`src/rtl/seg_scan_pkg.sv`:
```
// Shared types and constants for the 4-digit 7-segment scan controller.
// Combinational definitions only; no latency.
// No flow control; consumed by module_seg_scan and module_bcd7seg.
package seg_scan_pkg;

   typedef enum logic {
      S_BLANK = 1'b0,
      S_SHOW  = 1'b1
   } state_t;

   typedef logic [3:0] digit_t;

   // Segment bus is {g,f,e,d,c,b,a}, active-low.
   localparam logic [6:0] SEG_OFF  = 7'h7F;
   localparam logic [6:0] SEG_DASH = 7'b0111111;
   localparam logic [3:0] AN_OFF   = 4'hF;

endpackage

```
`src/rtl/module_seg_scan_bcd7seg.sv`:
```
// BCD digit to active-low {g..a} segment pattern; values above 9 render a dash.
// Purely combinational, zero latency.
// No flow control.
module module_bcd7seg
   import seg_scan_pkg::*;
(
   input  digit_t     i_dig,
   output logic [6:0] o_seg
);

   // Segment lookup, anything outside 0..9 falls through to the dash.
   always_comb begin
      o_seg = SEG_DASH;
      case (i_dig)
         4'd0:    o_seg = 7'b1000000;
         4'd1:    o_seg = 7'b1111001;
         4'd2:    o_seg = 7'b0100100;
         4'd3:    o_seg = 7'b0110000;
         4'd4:    o_seg = 7'b0011001;
         4'd5:    o_seg = 7'b0010010;
         4'd6:    o_seg = 7'b0000010;
         4'd7:    o_seg = 7'b1111000;
         4'd8:    o_seg = 7'b0000000;
         4'd9:    o_seg = 7'b0010000;
         default: o_seg = SEG_DASH;
      endcase
   end

endmodule

```
`src/rtl/module_seg_scan.sv`:
```
// Time-multiplexed 4-digit 7-segment scanner with frame-aligned digit update.
// All outputs registered, one clk after the state/index decision; no comb input-to-output path.
// No backpressure: loads always land in shadow, applied at the next frame boundary.
// Optional: define LEADING_ZERO_BLANK_EN to darken leading zero digits 3..1.
module module_seg_scan
   import seg_scan_pkg::*;
#(
   parameter int SCAN_DIV     = 27000,
   parameter int BLANK_CYCLES = 27
)(
   input  logic       clk,
   input  logic       rst,
   input  logic       enable_i,
   input  logic       load_i,
   input  logic [3:0] unidades_input,
   input  logic [3:0] decenas_input,
   input  logic [3:0] centenas_input,
   input  logic [3:0] milesimas_input,
   output logic [6:0] seg_o,
   output logic [3:0] an_o,
   output logic [1:0] digit_idx_o,
   output logic       frame_o
);

   localparam int CNT_MAX = (SCAN_DIV > BLANK_CYCLES) ? SCAN_DIV : BLANK_CYCLES;
   localparam int CW      = (CNT_MAX > 1) ? $clog2(CNT_MAX) : 1;

   state_t          r_state;
   state_t          w_state_nxt;
   logic [CW-1:0]   r_cnt;
   logic [CW-1:0]   w_cnt_nxt;
   logic [1:0]      r_idx;
   logic [1:0]      w_idx_nxt;
   digit_t [3:0]    r_shadow;
   digit_t [3:0]    r_active;
   digit_t [3:0]    w_din;
   logic            r_pending;
   logic            r_restart;
   logic            w_boundary;
   logic [6:0]      r_seg;
   logic [6:0]      w_seg_nxt;
   logic [6:0]      w_dec;
   logic [3:0]      r_an;
   logic [3:0]      w_an_nxt;
   logic            r_frame;
   logic [3:0]      w_sup;

   assign w_din = {milesimas_input, centenas_input, decenas_input, unidades_input};

   // A SHOW slot never starts on an edge that changes active, so decoding
   // the current digit of the current active set is always the right glyph.
   module_bcd7seg u_dec (
      .i_dig (r_active[r_idx]),
      .o_seg (w_dec)
   );

   // Leading-zero suppression mask: bit p set when digit p and all above are zero.
`ifdef LEADING_ZERO_BLANK_EN
   always_comb begin
      w_sup    = '0;
      w_sup[3] = (r_active[3] == 4'd0);
      w_sup[2] = w_sup[3] && (r_active[2] == 4'd0);
      w_sup[1] = w_sup[2] && (r_active[1] == 4'd0);
      w_sup[0] = 1'b0;
   end
`else
   always_comb begin
      w_sup = '0;
   end
`endif

   // Next state, slot counter, digit index and frame-boundary detection.
   always_comb begin
      w_state_nxt = r_state;
      w_cnt_nxt   = r_cnt + CW'(1);
      w_idx_nxt   = r_idx;
      w_boundary  = 1'b0;
      if (!enable_i) begin
         w_state_nxt = S_BLANK;
         w_idx_nxt   = 2'd0;
         w_cnt_nxt   = '0;
      end else if (r_restart) begin
         // Re-enable counts as a fresh frame start on digit 0.
         w_state_nxt = S_BLANK;
         w_idx_nxt   = 2'd0;
         w_cnt_nxt   = '0;
         w_boundary  = 1'b1;
      end else begin
         case (r_state)
            S_BLANK: begin
               if (r_cnt == CW'(BLANK_CYCLES - 1)) begin
                  w_state_nxt = S_SHOW;
                  w_cnt_nxt   = '0;
               end
            end
            S_SHOW: begin
               if (r_cnt == CW'(SCAN_DIV - 1)) begin
                  w_state_nxt = S_BLANK;
                  w_cnt_nxt   = '0;
                  w_idx_nxt   = r_idx + 2'd1;
                  w_boundary  = (r_idx == 2'd3);
               end
            end
            default: begin
               w_state_nxt = S_BLANK;
               w_cnt_nxt   = '0;
            end
         endcase
      end
   end

   // Pin values for the coming cycle; dark unless entering/staying in a lit SHOW slot.
   always_comb begin
      w_seg_nxt = SEG_OFF;
      w_an_nxt  = AN_OFF;
      if (w_state_nxt == S_SHOW && !w_sup[r_idx]) begin
         w_seg_nxt = w_dec;
         w_an_nxt  = ~(4'b0001 << r_idx);
      end
   end

   // Scan FSM state, counter, index and registered pin drivers.
   always_ff @(posedge clk or negedge rst) begin
      if (!rst) begin
         r_state   <= S_BLANK;
         r_cnt     <= '0;
         r_idx     <= 2'd0;
         r_restart <= 1'b0;
         r_seg     <= SEG_OFF;
         r_an      <= AN_OFF;
         r_frame   <= 1'b0;
      end else begin
         r_state   <= w_state_nxt;
         r_cnt     <= w_cnt_nxt;
         r_idx     <= w_idx_nxt;
         r_restart <= !enable_i;
         r_seg     <= w_seg_nxt;
         r_an      <= w_an_nxt;
         r_frame   <= w_boundary;
      end
   end

   // Shadow/active digit registers; a load on the boundary edge bypasses shadow.
   always_ff @(posedge clk or negedge rst) begin
      if (!rst) begin
         r_shadow  <= '0;
         r_active  <= '0;
         r_pending <= 1'b0;
      end else begin
         if (load_i) begin
            r_shadow <= w_din;
         end
         if (w_boundary) begin
            r_pending <= 1'b0;
            if (load_i) begin
               r_active <= w_din;
            end else if (r_pending) begin
               r_active <= r_shadow;
            end
         end else if (load_i) begin
            r_pending <= 1'b1;
         end
      end
   end

   assign seg_o       = r_seg;
   assign an_o        = r_an;
   assign digit_idx_o = r_idx;
   assign frame_o     = r_frame;

endmodule

```
`config.mk`:
```
export PLATFORM = sky130hd
export DESIGN_NAME = module_seg_scan
export DESIGN_NICKNAME = d
export VERILOG_FILES = /design/src/rtl/seg_scan_pkg.sv /design/src/rtl/module_seg_scan_bcd7seg.sv /design/src/rtl/module_seg_scan.sv
export SDC_FILE = /design/constraint.sdc
export NUM_CORES = 1
export LEC_CHECK = 0
export CORE_MARGIN = 4
export CORE_UTILIZATION = 35
export CTS_CLUSTER_SIZE = 20
export DETAILED_ROUTE_END_ITERATION = 10
export PLACE_DENSITY = 0.64
export SKIP_LAST_GASP = 1
export SLEW_MARGIN = 10
export SYNTH_ARGS = -nofsm -noshare
export SYNTH_HDL_FRONTEND = slang
export SYNTH_SLANG_ARGS = --single-unit
```
`constraint.sdc`:
```
create_clock -name clk -period 3.25 [get_ports clk]
set_clock_uncertainty 0.05 [all_clocks]
set_input_delay 0.65 -clock clk [delete_from_list [all_inputs] [get_ports clk]]
set_output_delay 0.65 -clock clk [all_outputs]
set_load 0.01 [all_outputs]
```
==> impl_metrics.json, run 1 <==
{
  "status": "finished clean",
  "cts_hold_buf": 0,
  "cts_tree": "yes",
  "vias": 1730,
  "crit_buf_inv": 0,
  "die_y_um": 99.21,
  "num_io_pins": 34,
  "async_flop_share_pct": 100.0,
  "maxCapViolCount": 0,
  "ir_drop_v": 0.0001931,
  "critPathRequiredTime_ns": 3.43,
  "drc": 0,
  "worst_pin_slew_ns": 0.9181,
  "path_cells": "or3b_4 -> nor4_4 -> a21oi_2 -> or3_1 -> mux2_4",
  "grt_pass1_vias": 1862,
  "clkSinkCount": 64,
  "die_x_um": 99.21,
  "ys_top_cells_by_area": "dfrtp_1 (46%), dfstp_2 (9.9%), mux2_2 (8.9%), mux2_4 (5.2%), ha_1 (4.7%)",
  "final_cells": 370,
  "cts-htree-levels": 3,
  "layout_common_cells": "dfrtp_1 (53), clkdlybuf4s50_1 (32), nor2_1 (24)",
  "final_common_cell": "dfrtp_1",
  "grt_pass1_wl_um": 9273,
  "cp_max_fo": 16,
  "endpoint_kind": "register",
  "overflow": 0,
  "hold_viol_final": 0,
  "cpMaxStageDelayCell": "or3_1",
  "fin_crit_sh_pct": 84.79,
  "clockRootBuffer": "clkbuf_8",
  "reg2reg_depth": 5,
  "clock_latency_ns": 0.34,
  "timing.slew.headroom_pct": 38.79,
  "via_per_inst": 4.676,
  "cts.clk_slew.worst_paths_ns": 0.08,
  "cpPeakStageDelay_ns": 0.74,
  "rsz0062_at_grt": "no",
  "cp_top_family": "simple AND/OR/NAND/NOR gates",
  "synth_warnings": 0,
  "ant_nets": 0,
  "power_uw": 1758,
  "syn_inst": 219,
  "fmax_mhz": 362.9,
  "hold_class": "in2async",
  "antenna_found_initial": 0,
  "hpwl_um": 3749,
  "synthToLayoutAreaGrowth_pct": 20.80,
  "portBuffers": 33,
  "worst_ep_arrival_time_ns": 2.93,
  "synth_top_cell_by_area": "dfrtp_1",
  "synth_top_cell_area_share_pct": 45.55,
  "syn_avg_cell_area_um2": 13.29,
  "synth_enable_flop_cells": 0,
  "setup_viol": 0,
  "dr.pass1.iters": 4,
  "syn-num-nets": 250,
  "drive_above_1_share_pct": 27.92,
  "drt_wl_total_um": 5318,
  "ys_ff_latch": 64,
  "fin_tns_setup_ns": 0,
  "cts-resized-gates": 0,
  "final_nets": 291,
  "p_leak_uw": 0.001525,
  "gp_congestion": 0.7761,
  "drv_slew": 0,
  "crit_type": "reg2reg",
  "synthesis.area_um2": 2912,
  "fin_crit_ns": 2.756,
  "place_inst": 354,
  "p_per_area_nw_per_um2": 499.8,
  "coreArea_um2": 8134,
  "path_depth": 5,
  "synth_cell_types": 40,
  "rows": 33,
  "ys_seq_area_share_pct": 55.48,
  "cp-start-kind": "register",
  "die_area_um2": 9842,
  "grt_max_degree": 24,
  "whs_ns": 0.2266,
  "insertedDiodeCount": 0,
  "start_util_pct": 35.79,
  "first_iter_violations": 85,
  "ys.flop_type": "dfrtp_1",
  "cts_buffer_depth": 2,
  "grt_usage_pct": 12.07,
  "post_drt_wl_per_cell_um": 14.37,
  "numCtsBuffers": 9,
  "post_cts_buffers": 0
}
-- final cells by class --
cell class              count  area, um^2
multi-input cells         143        1220
fillers                   760        4617
inverters                   6       22.52
flip-flops and latches     64        1615
repair buffers             36       347.8
clock buffers              10       137.6
clock inverters             6       42.54
well taps                 105       131.4
-- final timing paths --
kind	from	end	slack, ns
setup / recovery	r_cnt[7]	r_active[3]	0.49
hold / removal	rst	r_active[6]	0.23
setup reg to reg	r_cnt[7]	r_active[3]	0.49
hold reg to reg	r_pending	r_pending	0.45
max in group asynchronous	rst	seg_o[6]	2.19
min in group clk	r_pending	r_pending	0.45
-- registers in the layout (all words and copies together) (netlist names) --
signal,flops
r_active,16
an_o,4
digit_idx_o,2
r_cnt,15
r_restart,1
seg_o,7
r_state,1
r_shadow,16
r_pending,1
frame_o,1
-- metal layers --
layer | up-vias | GRT usage [%] | part of all wire (%)
li1 | 837 | - | -
met1 | 853 | 16.37 | 49
met2 | 29 | 18.03 | 45
met3 | 11 | 2.384 | 3.4
met4 | 0 | 6.933 | 2.5
met5 | - | 0 | 0
-- worst register-to-register path, stage by stage, from the launching register on --
cell and delay (ns):
dfrtp_1 0.44, or3b_4 0.43, nor4_4 0.43, a21oi_2 0.11
or3_1 0.74, mux2_4 0.45
-- synthesized netlist by cell type, drive strengths merged, types with 2 or more instances --
library cell and instances:
a21o 2, a21oi 2, and2 2, and3 4, and4 3, buf 3, clkbuf 3, dfrtp 53
dfstp 11, ha 11, inv 6, mux2 33, mux2i 4, mux4 3, nand2 12, nand2b 2
nand3 7, nor2 24, nor4 2, o21ai 6, o21bai 2, xnor2 5, xor2 9
-- per-stage QoR --
stage	worst slack, ns	cell area (um^2)	utilization (%)
4_1_cts	0.4975	3517	43.24
3_5_place_dp	0.5123	3337	41.02
3_3_place_gp	0.5569	3337	41.02
5_1_grt	0.3658	3517	43.24
6_report	0.4942	3517	43.24
2_1_floorplan	0.8519	2912	-
-- logic make-up (layout without fill, tap and decap cells) --
kind of cell | count (synthesis) | after routing | synth area share [%]
xor gates and xnor gates | 14 | 14 | 4.212
buffers and inverters | 12 | 58 | 2.621
adders and majority gates | 11 | 11 | 4.727
and+or+nand+nor | 64 | 64 | 11.95
AOI/OAI and AO/OA | 14 | 14 | 3.266
muxes | 40 | 40 | 17.75
DFF | 64 | 64 | 55.48
-- where the power goes --
group          internal (uW)  total [uW]  switching [uW]  leakage (uW)
combinational            139         245             106      0.000659
clock                    298         611             313     0.0000887
sequential               867         902            35.3      0.000778
(Power assumes the default switching activity.)
==> run 2: changes to the inputs <==
--- a/config.mk
+++ b/config.mk
@@ -9,7 +9,7 @@
 export CORE_UTILIZATION = 35
 export CTS_CLUSTER_SIZE = 20
 export DETAILED_ROUTE_END_ITERATION = 10
-export PLACE_DENSITY = 0.64
+export PLACE_DENSITY = 0.66
 export SKIP_LAST_GASP = 1
 export SLEW_MARGIN = 10
 export SYNTH_ARGS = -nofsm -noshare
==> constraint.sdc (replaced) <==
create_clock -name clk -period 2.5 [get_ports clk]
set_clock_uncertainty 0.05 [all_clocks]
set_input_delay 0.5 -clock clk [delete_from_list [all_inputs] [get_ports clk]]
set_output_delay 0.5 -clock clk [all_outputs]
set_load 0.01 [all_outputs]
==> run 2 against run 1 <==
Against the previous run:
- total power up 40%
- global-route usage down 0.22 points
- first-iteration DRC count down 12%
- maximum frequency up 16%
- design area up 2.5%
- register-to-register slack worse by 0.37 ns
- routed wire length down 2.3%
- worst hold slack worse by 0.13 ns
- highest routed layer unchanged
==> impl_metrics.json, run 2 (synthesis results as in run 1) <==
{
  "final_nets": 295,
  "final_common_cell": "dfrtp_1",
  "maxCapViolCount": 0,
  "die_x_um": 99.21,
  "status": "finished clean",
  "drv_slew": 0,
  "overflow": 0,
  "numCtsBuffers": 9,
  "coreArea_um2": 8134,
  "hold_viol_final": 0,
  "grt_usage_pct": 11.85,
  "hold_class": "in2async",
  "crit_type": "reg2reg",
  "ant_nets": 0,
  "reg.largest.list": "r_active: 16 flops, r_shadow: 16 flops, r_cnt: 15 flops",
  "cts_tree": "yes",
  "cp_max_fo": 15,
  "via_per_inst": 4.642,
  "hpwl_um": 3737,
  "post_drt_wl_per_cell_um": 13.90,
  "grt_pass1_vias": 1868,
  "num_io_pins": 34,
  "critPathRequiredTime_ns": 2.67,
  "r2r_setup_slack_ns": 0.12,
  "die_area_um2": 9842,
  "cpPeakStageDelay_ns": 0.49,
  "drive_above_1_share_pct": 28.62,
  "drc": 0,
  "worst_pin_slew_ns": 0.5340,
  "gp_congestion": 0.7907,
  "setup_viol": 0,
  "path_cells": "or3b_4 -> or4b_1 -> or4_1 -> o21ai_2 -> buf_6 -> nor2_1",
  "synthToLayoutAreaGrowth_pct": 23.81,
  "clkSinkCount": 64,
  "fin_crit_ns": 2.380,
  "worst_ep_arrival_time_ns": 2.55,
  "cts_hold_buf": 0,
  "cp-start-kind": "register",
  "whs_ns": 0.09511,
  "clock_latency_ns": 0.34,
  "portBuffers": 33,
  "first_iter_violations": 75,
  "p_leak_uw": 0.001568,
  "die_y_um": 99.21,
  "grt_pass1_wl_um": 9018,
  "grt_max_degree": 42,
  "insertedDiodeCount": 0,
  "start_util_pct": 35.79,
  "fmax_mhz": 420.2,
  "cpMaxStageDelayCell": "or4b_1",
  "timing.slew.headroom_pct": 64.40,
  "antenna_found_initial": 0,
  "clockRootBuffer": "clkbuf_8",
  "fin_tns_setup_ns": 0,
  "ir_drop_v": 0.0002280,
  "cts.clk_slew.worst_paths_ns": 0.07,
  "drt_wl_total_um": 5197,
  "endpoint_kind": "register",
  "fin_crit_sh_pct": 95.20,
  "rsz0062_at_grt": "no",
  "nFillCells": 740,
  "layout_common_cells": "dfrtp_1 (53), clkdlybuf4s50_1 (32), nor2_1 (24)",
  "p_per_area_nw_per_um2": 685.0,
  "cts-htree-levels": 3,
  "vias": 1736,
  "rows": 33,
  "dr.pass1.iters": 4,
  "cts_buffer_depth": 2
}
run 2: final timing paths:
kind,end,cells after the start,from
worst max-delay path,r_cnt[12],6,r_cnt[7]
worst min-delay path,r_active[0],1,rst
worst max register to register,r_cnt[12],6,r_cnt[7]
worst min register to register,r_shadow[14],1,r_shadow[14]
max in group asynchronous,an_o[3],2,rst
min in group clk,r_shadow[14],1,r_shadow[14]
run 2: final cells by class:
class,count,area [um^2],area share (%)
Clock buffer,11,141.4,3.922
Inverter,6,22.52,0.6248
Clock inverter,5,80.08,2.221
Tap cell,105,131.4,3.645
Multi-Input combinational cell,143,1220,33.84
Timing Repair Buffer,40,394.1,10.93
Sequential cell,64,1615,44.81
run 2: per-layer routing:
metal  global-route usage, %  part of all wire (%)  vias up
met5                       0                     0        -
met4                   5.672                   1.6        0
met3                   4.067                   5.3        6
met2                   18.13                    47       27
met1                   15.09                    46      853
li1                        -                     -      850
run 2: per-stage QoR:
stage	util (%)	setup slack (ns)	instances	cell area (um^2)	total power, uW
after CTS	44.27	0.08077	374	3601	2502
after global routing	44.32	0.008300	374	3605	2607
after floorplan	-	0.1019	219	2912	1406
after global placement	41.55	0.1317	358	3379	1503
after detailed placement	41.55	0.07880	358	3379	1516
final	44.32	0.1200	374	3605	2469
run 2: timing repair:
item                       in CTS  in global routing
gates resized for setup         0                  1
setup endpoints to repair       0                  9
setup buffers                   0                  0
run 2: power by group:
| group | switching (uW) | total, uW | internal [uW] |
|---|---|---|---|
| registers | 46.1 | 1170 | 1130 |
| logic | 136 | 320 | 185 |
| clock network | 388 | 975 | 587 |
run 2: critical path, delay by kind of cell, from the launching register on:
kind / cells / cell delay, ns
AND/OR/NAND/NOR: 4 / 1.48
flip-flops: 1 / 0.42
buffers and inverters: 1 / 0.18
AO/OA/AOI/OAI: 1 / 0.14
==> run 3: changes to the inputs <==
--- a/config.mk
+++ b/config.mk
@@ -9,7 +9,8 @@
 export CORE_UTILIZATION = 35
 export CTS_CLUSTER_SIZE = 20
 export DETAILED_ROUTE_END_ITERATION = 10
-export PLACE_DENSITY = 0.66
+export PLACE_DENSITY_LB_ADDON = 0.05
+export REMOVE_ABC_BUFFERS = 1
 export SKIP_LAST_GASP = 1
 export SLEW_MARGIN = 10
 export SYNTH_ARGS = -nofsm -noshare
==> run 3 against run 2 <==
Against the previous run:
- die area stayed put
- global-route usage is 0.78 points higher
- sequential share of layout area is 0.37 points lower
- routed wire length is 4.3% higher
- worst setup slack hardly changed
- count of clock-buffer cells in the layout is 3 higher
- sequential cell count stayed put
- first-iteration DRC count is 28% lower
==> impl_metrics.json, run 3 (synthesis results as in run 1) <==
{
  "pre_cts_ws_ns": 0.1196,
  "p_leak_uw": 0.001595,
  "synthToLayoutAreaGrowth_pct": 24.84,
  "layout_common_cells": "dfrtp_1 (53), clkdlybuf4s50_1 (32), nor2_1 (24)",
  "fin_crit_ns": 2.380,
  "numCtsBuffers": 9,
  "antenna_found_initial": 0,
  "ir_drop_v": 0.0003315,
  "fin_area_um2": 3635,
  "timing.rr.start": "r_cnt[9]",
  "cp_max_fo": 15,
  "die_y_um": 99.21,
  "final_core_util_pct": 44.69,
  "final_nets": 298,
  "rows": 33,
  "clockRootBuffer": "clkbuf_8",
  "fmax_mhz": 420.1,
  "cts-resized-gates": 0,
  "nFillCells": 758,
  "vias": 1742,
  "drt_wl_total_um": 5418,
  "coreArea_um2": 8134,
  "cpMaxStageDelayCell": "or4b_1",
  "setup_slack_ns": 0.1197,
  "worst_pin_slew_ns": 0.5136,
  "fin_crit_sh_pct": 95.21,
  "post_dp_cell_area_um2": 3402,
  "overflow": 0,
  "hold_viol_final": 0,
  "setup_viol": 0,
  "cts_tree": "yes",
  "final_common_cell": "dfrtp_1",
  "via_per_inst": 4.621,
  "first_iter_violations": 54,
  "post_cts_buffers": 0,
  "drv_slew": 0,
  "crit_buf_inv": 1,
  "die_area_um2": 9842,
  "p_per_area_nw_per_um2": 690.1,
  "hold_class": "in2async",
  "gp_congestion": 0.7662,
  "cts.clk_slew.worst_paths_ns": 0.06,
  "crit_type": "reg2reg",
  "endpoint_kind": "register",
  "cp-start-kind": "register",
  "ant_nets": 0,
  "critPathRequiredTime_ns": 2.67,
  "grt_max_degree": 24,
  "fin_tns_setup_ns": 0,
  "portBuffers": 33,
  "grt_usage_pct": 12.63,
  "clkSinkCount": 64,
  "cpPeakStageDelay_ns": 0.50,
  "drive_above_1_share_pct": 29.04,
  "hpwl_um": 3881,
  "cts-htree-levels": 3,
  "insertedDiodeCount": 0,
  "path_cells": "or3b_4 -> or4b_1 -> or4_1 -> o21ai_2 -> buf_4 -> nor2_1",
  "rsz0062_at_grt": "no",
  "start_util_pct": 35.79,
  "grt_pass1_wl_um": 9708,
  "clock_latency_ns": 0.33,
  "reg.largest.list": "r_active: 16 flops, r_shadow: 16 flops, r_cnt: 15 flops",
  "timing.slew.headroom_pct": 65.76,
  "cts_buffer_depth": 2,
  "critPathLaunch": "r_cnt[9]",
  "status": "finished clean",
  "grt_pass1_vias": 1925,
  "whs_ns": 0.08535,
  "cp_top_family": "simple AND/OR/NAND/NOR gates",
  "maxCapViolCount": 0,
  "drc": 0,
  "cts_hold_buf": 0,
  "post_drt_wl_per_cell_um": 14.37,
  "num_io_pins": 34,
  "die_x_um": 99.21,
  "worst_ep_arrival_time_ns": 2.55,
  "dr.pass1.iters": 4
}
run 3: cell types whose count changed in the layout (fill, tap and decap cells not counted), sizes merged:
cell | before | now
clkinvlp | 2 | 0
buf | 8 | 11
clkbuf | 11 | 14
clkinv | 1 | 0
run 3: per-layer routing:
metal	vias up	part of all wire, %	track usage (%)	wire length, um
met5	-	0	0	0
met4	0	1.5	4.622	82
met3	8	4.8	4.698	259
met2	31	44	18.18	2403
met1	853	49	17.40	2672
li1	850	-	-	-
run 3: cell type report:
cell class,count,area [um^2],share of cell area (%)
flip-flops and latches,64,1615,44.44
multi-input cells,143,1220,33.56
repair buffers,43,412.9,11.36
clock buffers,14,172.7,4.750
well taps,105,131.4,3.614
clock inverters,2,60.06,1.652
inverters,6,22.52,0.6196
run 3: final timing paths:
check                      slack (ns)          end  cells after the start
min reg2reg                      0.45  r_shadow[8]                      1
min in group clk                 0.45  r_shadow[8]                      1
min                              0.09    r_cnt[11]                      1
max reg2reg                      0.12     r_cnt[5]                      6
max in group asynchronous        1.58     seg_o[0]                      2
max                              0.12     r_cnt[5]                      6
run 3: metrics by stage:
stage               std cells  total power (uW)
floorplan                 213              1394
global placement          361              1510
detailed placement        361              1511
CTS                       377              2559
global route              377              2654
finish                    377              2508
run 3: where the power goes:
group	switching (uW)	total (uW)	internal, uW
logic	135	320	185
registers	40.9	1170	1130
clock network	375	1020	645
total	551	2510	1960
